===== src/rtl/can_bit_timing.sv =====
// can_bit_timing: CAN receive bit timing - rx synchronizer, tq prescaler and
// SYNC/SEG1/SEG2 sequencing with hard sync and SJW-limited resynchronization.
module can_bit_timing #(
  parameter int BRP   = 2,
  parameter int TSEG1 = 5,
  parameter int TSEG2 = 2,
  parameter int SJW   = 1
) (
  input  logic clk,
  input  logic rst_n,
  input  logic rx,
  input  logic hard_sync_en,
  output logic sample_point,
  output logic bit_out,
  output logic tx_point
);
  localparam int PW = (BRP > 1) ? $clog2(BRP) : 1;
  localparam logic [PW-1:0] P_LAST = PW'(BRP - 1);
  localparam logic [PW-1:0] P_ONE = PW'(1);
  localparam logic [4:0] T1 = 5'(TSEG1);
  localparam logic [4:0] T2 = 5'(TSEG2);
  localparam logic [4:0] SJ = 5'(SJW);
  localparam logic [2:0] SJ3 = 3'(SJW);

  if (BRP < 1 || BRP > 64 || TSEG1 < 2 || TSEG1 > 16 || TSEG2 < 1 || TSEG2 > 8 ||
      SJW < 1 || SJW > 4 || SJW > TSEG2) begin : g_bad_param
    $fatal(1, "can_bit_timing: parameter out of range");
  end

  typedef enum logic [1:0] {SYNC, SEG1, SEG2} state_t;
  state_t state, state_n;
  logic rx_m, rx_s, rx_d, rx_fall, tq_tick, run;
  logic act, resync, hard, seg_end;
  logic [PW-1:0] presc, presc_n;
  logic [4:0] seg_cnt, seg_n, e1, e2, seg_len;
  logic [2:0] ext, ext_n, shr, shr_n;
  logic sync_done, sync_n, sp_n, tp_n, bit_n;

  assign rx_fall = rx_d & ~rx_s;
  assign tq_tick = run & (presc == P_LAST);
  assign e1 = seg_cnt + 5'd1;
  assign e2 = T2 - seg_cnt;
  assign act = rx_fall & ~sync_done;
  assign resync = act & ~hard_sync_en & bit_out;
  // a late edge in SEG2 (within SJW of the bit end) restarts the bit like a hard sync
  assign hard = (act & hard_sync_en) | (resync & (state == SEG2) & (e2 <= SJ));

  always_comb begin
    state_n = state;
    presc_n = (tq_tick || !run) ? '0 : presc + P_ONE;
    seg_n = seg_cnt;
    ext_n = (resync && state == SEG1) ? ((e1 > SJ) ? SJ3 : e1[2:0]) : ext;
    shr_n = (resync && state == SEG2) ? SJ3 : shr;
    sync_n = sync_done | resync;
    sp_n = 1'b0;
    tp_n = ~run;
    bit_n = bit_out;
    seg_len = (state == SYNC) ? 5'd1 : (state == SEG1) ? T1 + {2'b0, ext_n} : T2 - {2'b0, shr_n};
    seg_end = tq_tick && (seg_cnt == seg_len - 5'd1);
    if (hard) begin
      presc_n = '0;
      state_n = SYNC;
      seg_n = '0;
      ext_n = '0;
      shr_n = '0;
      tp_n = 1'b1;
      sync_n = 1'b1;
    end else if (tq_tick) begin
      seg_n = seg_end ? 5'd0 : seg_cnt + 5'd1;
      if (seg_end) begin
        state_n = (state == SYNC) ? SEG1 : (state == SEG1) ? SEG2 : SYNC;
        sp_n = (state == SEG1);
        bit_n = (state == SEG1) ? rx_s : bit_out;
        if (state == SEG2) begin
          tp_n = 1'b1;
          sync_n = 1'b0;
          ext_n = '0;
          shr_n = '0;
        end
      end
    end
  end

  always_ff @(posedge clk or negedge rst_n) begin
    if (!rst_n) begin
      rx_m <= 1'b1;
      rx_s <= 1'b1;
      rx_d <= 1'b1;
      run <= 1'b0;
      state <= SYNC;
      presc <= '0;
      seg_cnt <= '0;
      ext <= '0;
      shr <= '0;
      sync_done <= 1'b0;
      sample_point <= 1'b0;
      tx_point <= 1'b0;
      bit_out <= 1'b1;
    end else begin
      rx_m <= rx;
      rx_s <= rx_m;
      rx_d <= rx_s;
      run <= 1'b1;
      state <= state_n;
      presc <= presc_n;
      seg_cnt <= seg_n;
      ext <= ext_n;
      shr <= shr_n;
      sync_done <= sync_n;
      sample_point <= sp_n;
      tx_point <= tp_n;
      bit_out <= bit_n;
    end
  end
endmodule


===== config.mk =====
export PLATFORM = sky130hd
export DESIGN_NAME = can_bit_timing
export DESIGN_NICKNAME = d
export VERILOG_FILES = /design/src/rtl/can_bit_timing.sv
export SDC_FILE = /design/constraint.sdc
export NUM_CORES = 1
export LEC_CHECK = 0
export ABC_AREA = 1
export ABC_CLOCK_PERIOD_IN_PS = 4700
export BUFFER_PORTS_ARGS = -buffer_cell sky130_fd_sc_hd__buf_4
export CAP_MARGIN = 20
export CORE_UTILIZATION = 45
export DETAILED_ROUTE_END_ITERATION = 8
export GPL_TIMING_DRIVEN = 0
export PLACE_DENSITY = 0.66
export REMOVE_ABC_BUFFERS = 1
export SLEW_MARGIN = 20
export SYNTH_ARGS = -nofsm -noshare
export SYNTH_HDL_FRONTEND = slang
export SYNTH_SLANG_ARGS = --single-unit

===== constraint.sdc =====
create_clock -name clk -period 4.7 [get_ports clk]
set_input_delay 0.94 -clock clk [delete_from_list [all_inputs] [get_ports clk]]
set_output_delay 0.94 -clock clk [all_outputs]
set_load 0.05 [all_outputs]

==> impl_results.md <==
* First-pass GRT wire length at 5270 µm
* Die ar. at 3600 µm²
* Worst hold path type: flip-flop to flip-flop
* Layout cells sized above 1 at 27.1%
* Mapped Cells at 200
* Routed WL at 2950 µm
* Core ar. at 3130 µm²
* Max cap viols at 0
* Worst Setup End Kind: flip-flop
* Clk_lat worst skew at 0.31 ns
* H-Tree Depth at 1
* Drt pass-1 iters at 4
* Worst EP arrival at 3.86 ns
* Via density at 5.04
* Final setup TNS at 0 ns
* Antenna violations before repair at 0
* Global placer's final weighted congestion at 0.807
* Port Buffer Count at 6
* Commonest non-fill, non-tap cells in the layout: 55 x nand2_1, 23 x inv_1, 18 x dfrtp_1
* Leak Pwr at 0.000832 µW
* Final min period at 3.65 ns
* Data required, critical path at 4.91 ns
* Initial Util at 48.4%
* Root Driver: clkbuf_4
* Most common cell after layout, fill and taps aside: nand2_1
* Vias in the first global route at 1230
* Worst-path clk slew at 0.13 ns
* Num rows at 20
* Clk sinks at 22
* #FFs+latches synth at 22
* Hold Fails Final Rpt at 0
* Seq pwr share at 33.2%
* Post-CTS Hold Fix Bufs at 0
* WL/cell at 11.8 µm
* Placed cells at 247
* Cell Pwr Density at 568 nW/µm²
* Post-Syn Area at 1510 µm²
* Setup violations, final at 0
* Max FO, Critical Path at 11
* Largest net degree at the start of global routing at 23
* Drc violations at 0
* FMAX at 0.274 GHz
* Sequential share of the synthesized area at 36.7%
* Max-slew violations at 0
* Status: completed
* Final HPWL DP at 2360 µm
* Final core occ at 52.1%
* P&R area growth vs syn at 7.69%
* Gate power share at 55.5%
* Switching Fraction at 50.1%
* Internal at 462 µW
* Top Ports at 7
* Die height at 60 µm
* Post-CTS sizing at 0
* Routed Antenna Nets at 0
* Distinct cells, synth at 28
* Critical path class: flip-flop to flip-flop
* Gr usage total at 19.9%
* RSZ-0062 raised after global routing: false
* Yosys warning count at 0
* Overflow after GRT at 0
* Die width at 60 µm
* Avg Cell Area, Syn at 7.57 µm²
* Reg2reg setup slack at 1.05 ns
* DR vias at 1266
* Peak supply drop at 276 µV
* Fraction of power consumed by the clock network at 11.3%
* # diodes at 0
* 1st-iter DRT viols at 20
* Critical Path Start Type: flip-flop
* CTS tree: yes
* Layout Skew at 0.00965 ns
* Non-Filler Instances at 251
* Final worst-path cycle share at 77.7%
* Fin nets at 218
* P_sw at 463 µW
* Bufs on Longest Clock Path at 2
* Num CTS Buffers at 3
* Post-CTS Setup Inserts at 0
==> kinds of logic (layout without fill, tap and decap cells) <==
kind of cell	after synthesis	after routing	share of synthesized area, %
AOI/OAI and AO/OA	13	13	4.63
xor gates and xnor gates	2	2	1.16
adders and majority gates	6	6	4.96
buffers and inverters	35	42	9.26
DFF	22	22	36.7
other	1	1	0.248
and+or+nand+nor	121	121	43.1
==> synthesized netlist by cell type <==
cell | n | area share (%)
nor4_1 | 1 | 0.41
o21ai_1 | 5 | 1.7
conb_1 | 1 | 0.25
ha_1 | 6 | 5.0
dfrtp_1 | 18 | 30
nand3_2 | 4 | 2.6
o311ai_0 | 1 | 0.58
inv_1 | 23 | 5.7
inv_2 | 9 | 2.2
dfstp_2 | 4 | 6.9
nand2_2 | 12 | 5.0
a31oi_1 | 1 | 0.41
nand2_1 | 55 | 14
buf_2 | 1 | 0.33
a21oi_1 | 4 | 1.3
o21ai_0 | 2 | 0.66
buf_4 | 2 | 0.99
nand3_1 | 16 | 5.3
nor2_1 | 10 | 2.5
nand2_4 | 1 | 0.74
xnor2_1 | 1 | 0.58
nand3_4 | 1 | 1.2
nand4_1 | 6 | 2.5
xor2_1 | 1 | 0.58
nor2_2 | 8 | 3.3
nor2_4 | 5 | 3.7
nand4_2 | 1 | 0.83
nand4_4 | 1 | 1.4
==> registers in the layout, indices dropped and copies added, names as in the netlist <==
signal,cells
sync_done,1
seg_cnt,5
shr,3
rx_s,1
ext,3
presc,1
rx_m,1
bit_out,1
rx_d,1
tx_point,1
run,1
state,2
sample_point,1
==> layout make-up <==
type                       instances  area (µm²)
timing repair buffer               6        45.0
tap                               44        55.1
sequential                        22         556
inverter                          32         120
clock buffer                       4        36.3
fill                             308        1500
multi-input combinational        143         818
==> critical path: stages, from the launching register on <==
cell and delay [ns]:
dfrtp_1 0.58, inv_1 0.13, ha_1 0.32, inv_1 0.11, nand2_1 0.06, nand2_1 0.07, nand2_1 0.06, nor2_2 0.16
nand2_1 0.08, nor2_2 0.14, nor2_4 0.05, ha_1 0.27, nand2_1 0.05, o21ai_0 0.07, inv_1 0.08, ha_1 0.30
xnor2_1 0.13, nor2_1 0.10, nand2_1 0.06, nor2_1 0.09, nand2_1 0.09, nor2_4 0.13, nand4_2 0.20, nand2_4 0.17
nor2_1 0.05
==> power groups by stage <==
stage / sequential, µW / clock (µW) / combinational [µW]
3_5_place_dp: 309 / 0 / 514
5_1_grt: 313 / 115 / 587
4_1_cts: 305 / 106 / 516
3_3_place_gp: 305 / 0 / 497
6_report: 307 / 105 / 514
2_1_floorplan: 310 / 0 / 405
==> stage by stage <==
stage               hold WS, ns  power [µW]  setup WS, ns  instance area, µm²
detailed placement        0.352         823          1.04                1590
floorplan                 0.345         714          1.51                1490
global placement          0.349         802          1.08                1590
global route              0.379        1010         0.754                1630
CTS                       0.372         927          1.05                1630
finish                    0.369         925          1.05                1630
==> worst paths after layout <==
path | cells after the start | start | end
max in group asynchronous | 1 | rst_n | bit_out$_DFFE_PN1P_
hold / removal | 0 | rx_m$_DFF_PN1_ | rx_s$_DFF_PN1_
setup reg to reg | 24 | seg_cnt[0]$_DFFE_PN0P_ | shr[1]$_DFF_PN0_
setup / recovery | 24 | seg_cnt[0]$_DFFE_PN0P_ | shr[1]$_DFF_PN0_
min in group asynchronous | 1 | rst_n | tx_point$_DFF_PN0_
hold reg to reg | 0 | rx_m$_DFF_PN1_ | rx_s$_DFF_PN1_
==> layer usage <==
metal / GRT usage, % / routed length, µm / part of all wire [%] / up-vias
met1: 26.6 / 1360 / 46 / 587
met2: 33.3 / 1430 / 48 / 30
met3: 1.30 / 120 / 4.1 / 4
met5: 0 / 0 / 0 / -
li1: - / - / - / 645
met4: 8.31 / 45 / 1.5 / 0
(Power assumes the default switching activity.)
